==> src/rtl/seq_pkg.sv <==
// rtl/seq_pkg.sv - shared constants for the pass sequencer
//
// Purpose: state encodings, phase indices and watchdog defaults shared by
//          pass_sequencer and its bench-visible interface.
// Ports:   none (package).
package seq_pkg;

  typedef logic [3:0] state_t;

  localparam state_t S_IDLE     = 4'd0;
  localparam state_t S_F0_START = 4'd1;
  localparam state_t S_F0_WAIT  = 4'd2;
  localparam state_t S_F1_START = 4'd3;
  localparam state_t S_F1_WAIT  = 4'd4;
  localparam state_t S_B_START  = 4'd5;
  localparam state_t S_B_WAIT   = 4'd6;
  localparam state_t S_NEXT     = 4'd7;
  localparam state_t S_DONE     = 4'd8;
  localparam state_t S_ERR      = 4'd9;

  // Bit positions in the phase strobe vector.
  localparam int NUM_PHASES = 3;
  localparam int PH_F0      = 0;
  localparam int PH_F1      = 1;
  localparam int PH_B       = 2;

  localparam int DEFAULT_TIMEOUT = 200;
  localparam int DEFAULT_TO_W    = 8;

endpackage

==> src/rtl/pass_sequencer_if.sv <==
// rtl/pass_sequencer_if.sv - pass handshake between sequencer and datapath
//
// Purpose: groups the per-pass handshake and phase strobes.
// Signals: pass_start - one-cycle start pulse for the current pass
//          f0_pass / f1_pass / b_pass - phase strobes (one-hot or zero)
//          pass_done - datapath completion of the current pass
// Modports: master = sequencer side, slave = datapath side.
interface pass_sequencer_if;

  logic pass_start;
  logic f0_pass;
  logic f1_pass;
  logic b_pass;
  logic pass_done;

  modport master (
    output pass_start,
    output f0_pass,
    output f1_pass,
    output b_pass,
    input  pass_done
  );

  modport slave (
    input  pass_start,
    input  f0_pass,
    input  f1_pass,
    input  b_pass,
    output pass_done
  );

endinterface

==> src/rtl/pass_watchdog.sv <==
// rtl/pass_watchdog.sv - per-pass hang watchdog
//
// Purpose: counts enabled WAIT cycles of one pass and flags the cycle on
//          which the TIMEOUT-th WAIT cycle is being spent.
// Ports:   clk_i     - system clock
//          rst_i     - asynchronous active-low reset
//          clear_i   - restart the count (pass start or abort)
//          count_i   - this cycle is an enabled WAIT cycle
//          expired_o - this WAIT cycle is the TIMEOUT-th one
module pass_watchdog #(
  parameter int TIMEOUT = 200,
  parameter int TO_W    = 8
) (
  input  logic clk_i,
  input  logic rst_i,
  input  logic clear_i,
  input  logic count_i,
  output logic expired_o
);

  localparam logic [TO_W-1:0] LAST = TO_W'(TIMEOUT - 1);

  logic [TO_W-1:0] cnt_q;

  // The count saturates at LAST so it can never wrap back to zero while a
  // stalled pass sits in WAIT with the sequencer not yet in ERR.
  always_ff @(posedge clk_i or negedge rst_i) begin
    if (!rst_i) begin
      cnt_q <= '0;
    end else if (clear_i) begin
      cnt_q <= '0;
    end else if (count_i && (cnt_q != LAST)) begin
      cnt_q <= cnt_q + 1'b1;
    end
  end

  // cnt_q holds the number of WAIT cycles already completed, so LAST means
  // the current cycle is the TIMEOUT-th one.
  assign expired_o = count_i && (cnt_q == LAST);

endmodule

==> src/rtl/pass_sequencer.sv <==
// rtl/pass_sequencer.sv - training/inference pass scheduler
//
// Purpose: walks F0 -> F1 -> (B) passes over samples and epochs, issuing a
//          start pulse per pass, waiting for done and watchdogging each wait.
// Ports:   clk_i, rst_i (async active-low), en_i (global hold when 0)
//          init_i, infer_i, num_samples_i, num_epochs_i - job request/config
//          abort_i   - return to IDLE from any state
//          pass_bus  - start pulse, phase strobes and pass_done (master side)
//          sample_idx_o, epoch_idx_o - current position in the job
//          busy_o, done_o, timeout_o - status decodes
module pass_sequencer
  import seq_pkg::*;
#(
  parameter int SAMPLE_W = 4,
  parameter int EPOCH_W  = 4,
  parameter int TIMEOUT  = DEFAULT_TIMEOUT,
  parameter int TO_W     = DEFAULT_TO_W
) (
  input  logic                clk_i,
  input  logic                rst_i,
  input  logic                en_i,
  input  logic                init_i,
  input  logic                infer_i,
  input  logic [SAMPLE_W-1:0] num_samples_i,
  input  logic [EPOCH_W-1:0]  num_epochs_i,
  input  logic                abort_i,
  pass_sequencer_if.master    pass_bus,
  output logic [SAMPLE_W-1:0] sample_idx_o,
  output logic [EPOCH_W-1:0]  epoch_idx_o,
  output logic                busy_o,
  output logic                done_o,
  output logic                timeout_o
);

  state_t                state_q;
  logic                  infer_q;
  logic [SAMPLE_W-1:0]   num_samples_q;
  logic [EPOCH_W-1:0]    num_epochs_q;
  logic [SAMPLE_W-1:0]   sample_q;
  logic [EPOCH_W-1:0]    epoch_q;
  logic                  in_start;
  logic                  in_wait;
  logic                  wd_clear;
  logic                  wd_count;
  logic                  wd_expired;
  logic [NUM_PHASES-1:0] phase;

  assign in_start = (state_q == S_F0_START) || (state_q == S_F1_START) ||
                    (state_q == S_B_START);
  assign in_wait  = (state_q == S_F0_WAIT) || (state_q == S_F1_WAIT) ||
                    (state_q == S_B_WAIT);

  assign wd_clear = en_i && (abort_i || in_start);
  assign wd_count = en_i && in_wait && !abort_i;

  pass_watchdog #(
    .TIMEOUT (TIMEOUT),
    .TO_W    (TO_W)
  ) u_watchdog (
    .clk_i     (clk_i),
    .rst_i     (rst_i),
    .clear_i   (wd_clear),
    .count_i   (wd_count),
    .expired_o (wd_expired)
  );

  always_ff @(posedge clk_i or negedge rst_i) begin
    if (!rst_i) begin
      state_q       <= S_IDLE;
      infer_q       <= 1'b0;
      num_samples_q <= '0;
      num_epochs_q  <= '0;
      sample_q      <= '0;
      epoch_q       <= '0;
    end else if (en_i) begin
      if (abort_i) begin
        state_q  <= S_IDLE;
        sample_q <= '0;
        epoch_q  <= '0;
      end else begin
        case (state_q)
          S_IDLE, S_DONE: begin
            if (init_i) begin
              infer_q       <= infer_i;
              num_samples_q <= num_samples_i;
              num_epochs_q  <= num_epochs_i;
              sample_q      <= '0;
              epoch_q       <= '0;
              state_q       <= S_F0_START;
            end
          end
          S_F0_START: state_q <= S_F0_WAIT;
          S_F1_START: state_q <= S_F1_WAIT;
          S_B_START:  state_q <= S_B_WAIT;
          // done is tested before expiry so a same-cycle done still wins.
          S_F0_WAIT: begin
            if (pass_bus.pass_done)  state_q <= S_F1_START;
            else if (wd_expired)     state_q <= S_ERR;
          end
          S_F1_WAIT: begin
            if (pass_bus.pass_done)  state_q <= infer_q ? S_NEXT : S_B_START;
            else if (wd_expired)     state_q <= S_ERR;
          end
          S_B_WAIT: begin
            if (pass_bus.pass_done)  state_q <= S_NEXT;
            else if (wd_expired)     state_q <= S_ERR;
          end
          // Limits are compared before incrementing, so indices never wrap.
          S_NEXT: begin
            if (sample_q < num_samples_q) begin
              sample_q <= sample_q + 1'b1;
              state_q  <= S_F0_START;
            end else if (epoch_q < num_epochs_q) begin
              sample_q <= '0;
              epoch_q  <= epoch_q + 1'b1;
              state_q  <= S_F0_START;
            end else begin
              state_q  <= S_DONE;
            end
          end
          S_ERR:   state_q <= S_ERR;
          default: state_q <= S_IDLE;
        endcase
      end
    end
  end

  always_comb begin
    phase = '0;
    case (state_q)
      S_F0_START, S_F0_WAIT: phase[PH_F0] = 1'b1;
      S_F1_START, S_F1_WAIT: phase[PH_F1] = 1'b1;
      S_B_START,  S_B_WAIT:  phase[PH_B]  = 1'b1;
      default:               phase        = '0;
    endcase
  end

  assign pass_bus.f0_pass    = phase[PH_F0];
  assign pass_bus.f1_pass    = phase[PH_F1];
  assign pass_bus.b_pass     = phase[PH_B];
  assign pass_bus.pass_start = in_start;

  assign sample_idx_o = sample_q;
  assign epoch_idx_o  = epoch_q;
  assign busy_o       = !((state_q == S_IDLE) || (state_q == S_DONE) ||
                          (state_q == S_ERR));
  assign done_o       = (state_q == S_DONE);
  assign timeout_o    = (state_q == S_ERR);

endmodule

==> src/flat_wrapper.sv <==
// flat-port wrapper written by rule: the top's interface ports become plain ports
module pass_sequencer_flat import seq_pkg::*;
#(
  parameter int SAMPLE_W = 4,
  parameter int EPOCH_W  = 4,
  parameter int TIMEOUT  = DEFAULT_TIMEOUT,
  parameter int TO_W     = DEFAULT_TO_W
)
  (clk_i, rst_i, en_i, init_i, infer_i, num_samples_i, num_epochs_i, abort_i, sample_idx_o, epoch_idx_o, busy_o, done_o, timeout_o, pass_bus_pass_start, pass_bus_f0_pass, pass_bus_f1_pass, pass_bus_b_pass, pass_bus_pass_done);
  pass_sequencer_if pass_bus_i ();
  input  logic clk_i;
  input  logic rst_i;
  input  logic en_i;
  input  logic init_i;
  input  logic infer_i;
  input  logic [SAMPLE_W-1:0] num_samples_i;
  input  logic [EPOCH_W-1:0] num_epochs_i;
  input  logic abort_i;
  output logic [SAMPLE_W-1:0] sample_idx_o;
  output logic [EPOCH_W-1:0] epoch_idx_o;
  output logic busy_o;
  output logic done_o;
  output logic timeout_o;
  output wire logic [$bits(pass_bus_i.pass_start)-1:0] pass_bus_pass_start;
  output wire logic [$bits(pass_bus_i.f0_pass)-1:0] pass_bus_f0_pass;
  output wire logic [$bits(pass_bus_i.f1_pass)-1:0] pass_bus_f1_pass;
  output wire logic [$bits(pass_bus_i.b_pass)-1:0] pass_bus_b_pass;
  input wire logic [$bits(pass_bus_i.pass_done)-1:0] pass_bus_pass_done;
  assign pass_bus_pass_start = pass_bus_i.pass_start;
  assign pass_bus_f0_pass = pass_bus_i.f0_pass;
  assign pass_bus_f1_pass = pass_bus_i.f1_pass;
  assign pass_bus_b_pass = pass_bus_i.b_pass;
  assign pass_bus_i.pass_done = pass_bus_pass_done;
  pass_sequencer #(.SAMPLE_W(SAMPLE_W), .EPOCH_W(EPOCH_W), .TIMEOUT(TIMEOUT), .TO_W(TO_W)) u_core (.clk_i(clk_i), .rst_i(rst_i), .en_i(en_i), .init_i(init_i), .infer_i(infer_i), .num_samples_i(num_samples_i), .num_epochs_i(num_epochs_i), .abort_i(abort_i), .pass_bus(pass_bus_i), .sample_idx_o(sample_idx_o), .epoch_idx_o(epoch_idx_o), .busy_o(busy_o), .done_o(done_o), .timeout_o(timeout_o));
endmodule
==> config.mk <==
export PLATFORM = sky130hd
export DESIGN_NAME = pass_sequencer_flat
export DESIGN_NICKNAME = d
export VERILOG_FILES = /design/src/rtl/seq_pkg.sv /design/src/rtl/pass_sequencer_if.sv /design/src/rtl/pass_watchdog.sv /design/src/rtl/pass_sequencer.sv /design/src/flat_wrapper.sv
export SDC_FILE = /design/constraint.sdc
export NUM_CORES = 1
export LEC_CHECK = 0
export CORE_AREA = 5 5 69 71
export CTS_CLUSTER_SIZE = 8
export DETAILED_ROUTE_END_ITERATION = 6
export DIE_AREA = 0 0 74 76
export PLACE_DENSITY_LB_ADDON = 0.25
export RECOVER_POWER = 50
export SKIP_CTS_REPAIR_TIMING = 1
export SYNTH_ARGS = -nofsm -noshare
export SYNTH_HDL_FRONTEND = slang
export SYNTH_HIERARCHICAL = 1
export SYNTH_SLANG_ARGS = --single-unit
==> constraint.sdc <==
create_clock -name clk_i -period 3.6 [get_ports clk_i]
set_input_delay 0.36 -clock clk_i [delete_from_list [all_inputs] [get_ports clk_i]]
set_output_delay 0.36 -clock clk_i [all_outputs]
set_load 0.01 [all_outputs]
==> results.md, run 1 <==
- Status: finished, violations left
- Violated checks: capacitance limit, slew limit
- Setup CP Type: in2reg
- Slew Limit Fails: 30
- Max Fclk: 385 MHz
- Slew @ Worst Pin: 1.56 ns
- Grt total ovfl: 0
- Global Route Usage Sum: 14.6%
- Initial antenna violation count: 0
- Root Driver: clkbuf_8
- Largest net degree at the start of global routing: 30
- CP max FO: 12
- IO buf count: 29
- Post-Syn Nets: 221
- TritonCTS Sinks: 29
- Hpwl dp: 2.77 mm
- Sw frac: 30.2%
- # IOs: 30
- CORE AREA: 4170 µm²
- Initial DRC Count: 117
- Cells after Synth: 197
- Yosys warnings: 6
- Clk slew on worst S/H paths: 0.06 ns
- Peak supply drop: 0.166 mV
- Multiplexer share of the synthesized area: 5.03%
- Starting Density: 44.7%
- TritonCTS buffer count: 5
- Adder-cell share of the synthesized area: 6.04%
- WL final: 3.73 mm
- Gate power share: 26.8%
- Final setup fails: 0
- Netlist cell types: 56
- First-pass GRT wire length: 6.49 mm
- Synth Area in Simple Gates: 22.4%
- RSZ-0062 raised after global routing: false
- Avg Inst Size Synth: 9.46 µm²
- Synth cell count leaders: dfrtp_1 (29), nand2_1 (18), o21ai_0 (16)
- DRC violations left: 0
- Sequential area share after synthesis: 38.9%
- EDFF count, synth: 0
- Min-Delay Path Class: reg2reg
- Synth Area in XOR/XNOR: 0.940%
- Critical path capture point type: register
- Worst slew margin: -3.89%
- P_int: 0.630 mW
- H-tree levels: 2
- Nets: 252
- Period utilization: 72.1%
- Routed vias: 1,524
- Critical Path Max Stage Delay: 0.83 ns
- Layout cells sized above 1: 14.0%
- Synthesized area: 1860 µm²
- Antenna Nets Post-Route: 0
- Worst-Skew Late Latency: 0.28 ns
- Post-synthesis async set-or-reset flop share: 100%
- Final design utilization: 54.6%
- Post-synth top area share: 38.9%
- Ant. Diodes: 0
- Setup crit start kind: primary input
- Cell repeated most along the worst path: nor2_1
- Power per Cell Area: 396 nW/µm²
- Area growth syn-to-layout: 22.2%
- DR vias/cell: 5.44
- Vias in the first global route: 1,391
- Endpoints failing hold: 0
- Top cells by area, synth: dfrtp_1 (39%), ha_1 (6.0%), o21ai_0 (4.3%)
- Crit path DAT: 2.73 ns
- Die height: 76 µm
- Pre-antenna DRT Iters: 6
- CP required: 3.74 ns
- Seq pwr share: 43.4%
- Fin crit period: 2.60 ns
- Crit-path slowest cell: dlygate4sd3_1
- Ys flop type: dfrtp_1
- Routed len/inst: 13.3 µm
- Setup Total Neg Slack: 0 ns
- Cell breakdown of the critical path: dlygate4sd3_1 > nand2_1 > nor3_1 > inv_1 > nor2_1 > nor2b_1 > nor2_1 > a21o_1 > a21oi_1 > o32ai_1
- Synth area leader: dfrtp_1
- CTS tree: done
- #FFs+latches synth: 29
- Die width: 74 µm
- Max cap viols: 1
- Max Root-Sink Buffers: 2
- Clock network fraction of total power: 29.9%
- Sw power: 0.273 mW
- Setup Skew: 0.00553 ns
- Count leader, synth: dfrtp_1
- Main combinational cell family by area after synthesis: simple AND/OR/NAND/NOR gates
- DIE AREA: 5620 µm²
- Row count: 24
- Post-synthesis compound-gate area fraction: 21.9%
- Final RePlAce weighted congestion: 0.776
- Reported leakage power: 0.968 nW
## kinds of logic (layout without fill, tap and decap cells)
group,after synthesis,after routing
and+or+nand+nor,75,75
AOI/OAI and AO/OA,54,54
DFF,29,29
buffers and inverters,20,51
adders and majority gates,9,9
muxes,8,8
xor gates and xnor gates,2,2
## worst paths after layout
path                                   start                    endpoint  slack, ns  depth (start not counted)
setup / recovery                        en_i           u_core/state_q[2]       1.00                         10
hold / removal                u_core/infer_q              u_core/infer_q       0.53                          1
setup reg to reg           u_core/state_q[0]           u_core/state_q[2]       1.26                         10
hold reg to reg               u_core/infer_q              u_core/infer_q       0.53                          1
max in group asynchronous              rst_i           u_core/state_q[3]       1.69                          2
min in group asynchronous              rst_i  u_core/u_watchdog/cnt_q[1]       1.00                          2
## metrics by stage
stage | hold WS, ns | total power [mW] | instance area [µm²] | worst slack (ns) | std cells
finish | 0.529 | 0.902 | 2280 | 1.00 | 280
global route | 0.546 | 0.958 | 2280 | 0.620 | 280
CTS | 0.475 | 0.917 | 2280 | 1.14 | 280
detailed placement | 0.508 | 0.642 | 2200 | 0.839 | 273
global placement | 0.500 | 0.636 | 2200 | 0.891 | 273
floorplan | 0.0644 | 0.569 | 1860 | 1.60 | 197
## critical path, delay by kind of cell
family,cells,cell delay (ns)
AND/OR/NAND/NOR,5,1.05
AO/OA/AOI/OAI,3,0.40
buffers and inverters,2,0.91
## cell type report
type                       count  area, µm²
multi-input combinational    148       1050
fill                         389       1900
clock buffer                   7       86.3
timing repair buffer          31        302
inverter                      13       48.8
tap                           52       65.1
sequential                    29        726
## power by group through the flow
stage / Sequential (mW) / Clock (mW) / Combinational [mW]
finish: 0.391 / 0.269 / 0.242
global route: 0.396 / 0.290 / 0.272
CTS: 0.392 / 0.279 / 0.247
detailed placement: 0.397 / 0 / 0.245
global placement: 0.396 / 0 / 0.240
floorplan: 0.384 / 0 / 0.185
## layout by cell type, fill, tap and decap left out, types with 3 or more instances in the layout
cell type / n
a21oi_1: 9
a31o_2: 4
and3_1: 3
clkbuf_8: 6
clkdlybuf4s50_1: 21
dfrtp_1: 29
dlygate4sd3_1: 8
ha_1: 9
inv_1: 11
mux2_2: 3
mux2i_1: 3
nand2_1: 18
nand2b_1: 5
nand3_1: 4
nand4_1: 6
nor2_1: 15
nor2b_1: 3
nor3_1: 6
o21a_1: 3
o21ai_0: 16
or3_1: 3
## routing by layer
metal	vias to the layer above	GRT usage, %	routed length [µm]
met1	706	19.8	1730
met5	-	0	0
li1	776	-	-
met2	36	21.9	1750
met3	6	4.49	198
met4	0	4.89	53
## state kept, by name, indices dropped and copies added (netlist names)
name / count
u_core/epoch_idx_o: 4
u_core/infer_q: 1
u_core/num_epochs_q: 4
u_core/num_samples_q: 4
u_core/sample_idx_o: 4
u_core/state_q: 4
u_core/u_watchdog/cnt_q: 8
Power figures use the tool's default switching activity.
==> run 2, diff against run 1 <==
==> constraint.sdc (replaced) <==
create_clock -name clk_i -period 2.5 [get_ports clk_i]
set_input_delay 0.25 -clock clk_i [delete_from_list [all_inputs] [get_ports clk_i]]
set_output_delay 0.25 -clock clk_i [all_outputs]
set_load 0.01 [all_outputs]
==> results.md, run 2 (synthesis results as in run 1) <==
- Slew Limit Fails: 30 (unchanged)
- HP Start: num_samples_i[3]
- Setup crit start: u_core/state_q[3]
- Slew @ Worst Pin: 1.57 ns (+0.0157 ns)
- DIE AREA: 5620 µm² (unchanged)
- Sw power: 0.397 mW (+46%)
- Fin crit period: 2.20 ns
- Max Fclk: 454 MHz
- Reg area: 726 µm² (unchanged)
- DRC violations left: 0 (unchanged)
- Most frequent cells in the layout: dfrtp_1 (29), clkdlybuf4s50_1 (21), nand2_1 (18)
- Grt total ovfl: 0 (unchanged)
- # fillers: 401 (+3.1%)
- Overall power: 1.31 mW (+45%)
- Max Root-Sink Buffers: 2 (unchanged)
- CP required: 2.25 ns (-1.49 ns)
- Min-Delay Path Class: in2reg
- CORE AREA: 4170 µm² (unchanged)
- Clk slew on worst S/H paths: 0.06 ns (about the same)
- Initial antenna violation count: 0 (unchanged)
- Pre-antenna DRT Iters: 4 (-2)
- P_int: 0.909 mW (+44%)
- H-tree levels: 2 (unchanged)
- Setup crit start kind: register
- CP max FO: 14 (+2)
- Final setup fails: 0 (unchanged)
- Power per Cell Area: 569 nW/µm² (+44%)
- # IOs: 30 (unchanged)
- Die height: 76 µm (unchanged)
- Reported leakage power: 0.981 nW (+1.4%)
- Worst slew margin: -4.94% (-1.0 points)
- Placed insts: 275 (+0.73%)
- Antenna Nets Post-Route: 0 (unchanged)
- Violated checks: capacitance limit, slew limit
- Die width: 74 µm (unchanged)
- RSZ-0062 raised after global routing: false
- Endpoints failing hold: 0 (unchanged)
- Clock network fraction of total power: 29.6% (-0.3 points)
- DR vias/cell: 5.51 (+1.2%)
- WL final: 3.91 mm (+4.8%)
- Setup Total Neg Slack: 0 ns (unchanged)
- Commonest non-fill, non-tap cell in the layout: dfrtp_1
- IO buf count: 29 (unchanged)
- Largest net degree at the start of global routing: 30 (unchanged)
- Largest register FFs: 8 (unchanged)
- Critical path capture point type: output pin
- Area growth syn-to-layout: 23.0%
- Status: finished, violations left
- Gate power share: 27.2% (+0.4 points)
- CTS tree: done
- Seq pwr share: 43.1% (-0.3 points)
- Sw frac: 30.4% (+0.18 points)
- Worst-Skew Late Latency: 0.28 ns (about the same)
- Routed vias: 1,554 (+2.0%)
- Peak supply drop: 0.322 mV (+93%)
- TritonCTS buffer count: 5 (unchanged)
- Vias in the first global route: 1,421 (+2.2%)
- Max cap viols: 1 (unchanged)
- Nets: 254 (+0.79%)
- Final RePlAce weighted congestion: 0.775 (-0.18%)
- Crit path DAT: 1.95 ns (-0.78 ns)
- Starting Density: 44.7% (unchanged)
- Ant. Diodes: 0 (unchanged)
- Routed len/inst: 13.9 µm (+4.1%)
- Global Route Usage Sum: 15.2% (+0.61 points)
- Final design utilization: 54.9% (+0.36 points)
- First-pass GRT wire length: 6.78 mm (+4.5%)
- Hpwl dp: 2.85 mm (+3.1%)
- Area occupied by multi-input gates: 1050 µm² (unchanged)
- Setup Skew: 0.00870 ns (+0.00317 ns)
- Root Driver: clkbuf_8
- Layout Cells excl Fill: 282 (+0.71%)
- Critical R2R Launch: u_core/u_watchdog/cnt_q[0]
- TritonCTS Sinks: 29 (unchanged)
- Row count: 24 (unchanged)
- Period utilization: 88.1%
- Layout cells sized above 1: 14.8% (+0.75 points)
- Most flops, register: u_core/u_watchdog/cnt_q
- Setup CP Type: reg2out
- Initial DRC Count: 110 (-6.0%)
## run 2: changes by cell type in the layout (fill, tap and decap cells not counted), sizes merged
cell / previous run / this run
buf: 1 / 3
## run 2: through the flow
stage          worst slack (ns)  cell area [µm²]  hold WS, ns
3_3_place_gp              0.405             2210        0.502
3_5_place_dp              0.346             2210        0.510
4_1_cts                   0.277             2300        0.366
5_1_grt                   0.165             2290        0.550
2_1_floorplan             0.497             1860      -0.0456
6_report                  0.298             2290        0.524
## run 2: final timing paths
check,to,slack (ns),cells after the start
max in group asynchronous,u_core/u_watchdog/cnt_q[5],0.69,2
worst max register to register,u_core/state_q[2],0.34,9
worst min register to register,u_core/infer_q,0.53,1
worst max-delay path,pass_bus_pass_start,0.30,3
min in group asynchronous,u_core/u_watchdog/cnt_q[2],0.89,2
worst min-delay path,u_core/num_samples_q[3],0.52,3
## run 2: final cells by class
cell class,instances,share of cell area [%]
multi-input cells,148,45.8
well taps,52,2.84
flip-flops and latches,29,31.6
repair buffers,33,13.8
clock buffers,7,3.76
inverters,13,2.13
## run 2: power groups by stage
stage	combinational (mW)	sequential (mW)	clock [mW]
floorplan	0.266	0.553	0
global placement	0.351	0.570	0
detailed placement	0.358	0.571	0
CTS	0.360	0.563	0.403
global route	0.401	0.570	0.420
finish	0.356	0.563	0.387
## run 2: layer usage
metal | global-route usage, % | share of wire, %
met1 | 21.8 | 46
met2 | 22.1 | 47
met3 | 3.17 | 5.0
met4 | 5.98 | 1.2
met5 | 0 | 0
## run 2: critical path, cell delays in order (launching register included)
cell and delay, ns:
dfrtp_1 0.54, nand2b_1 0.27, a21oi_1 0.27, clkdlybuf4s50_1 0.59
==> run 3, diff against run 2 <==
--- a/config.mk
+++ b/config.mk
@@ -6,7 +6,7 @@
 export NUM_CORES = 1
 export LEC_CHECK = 0
 export CORE_AREA = 5 5 69 71
-export CTS_CLUSTER_SIZE = 8
+export CTS_CLUSTER_SIZE = 20
 export DETAILED_ROUTE_END_ITERATION = 6
 export DIE_AREA = 0 0 74 76
 export PLACE_DENSITY_LB_ADDON = 0.25
==> results of run 3 <==
Final layout, timing and power as in run 2 (identical DEF).
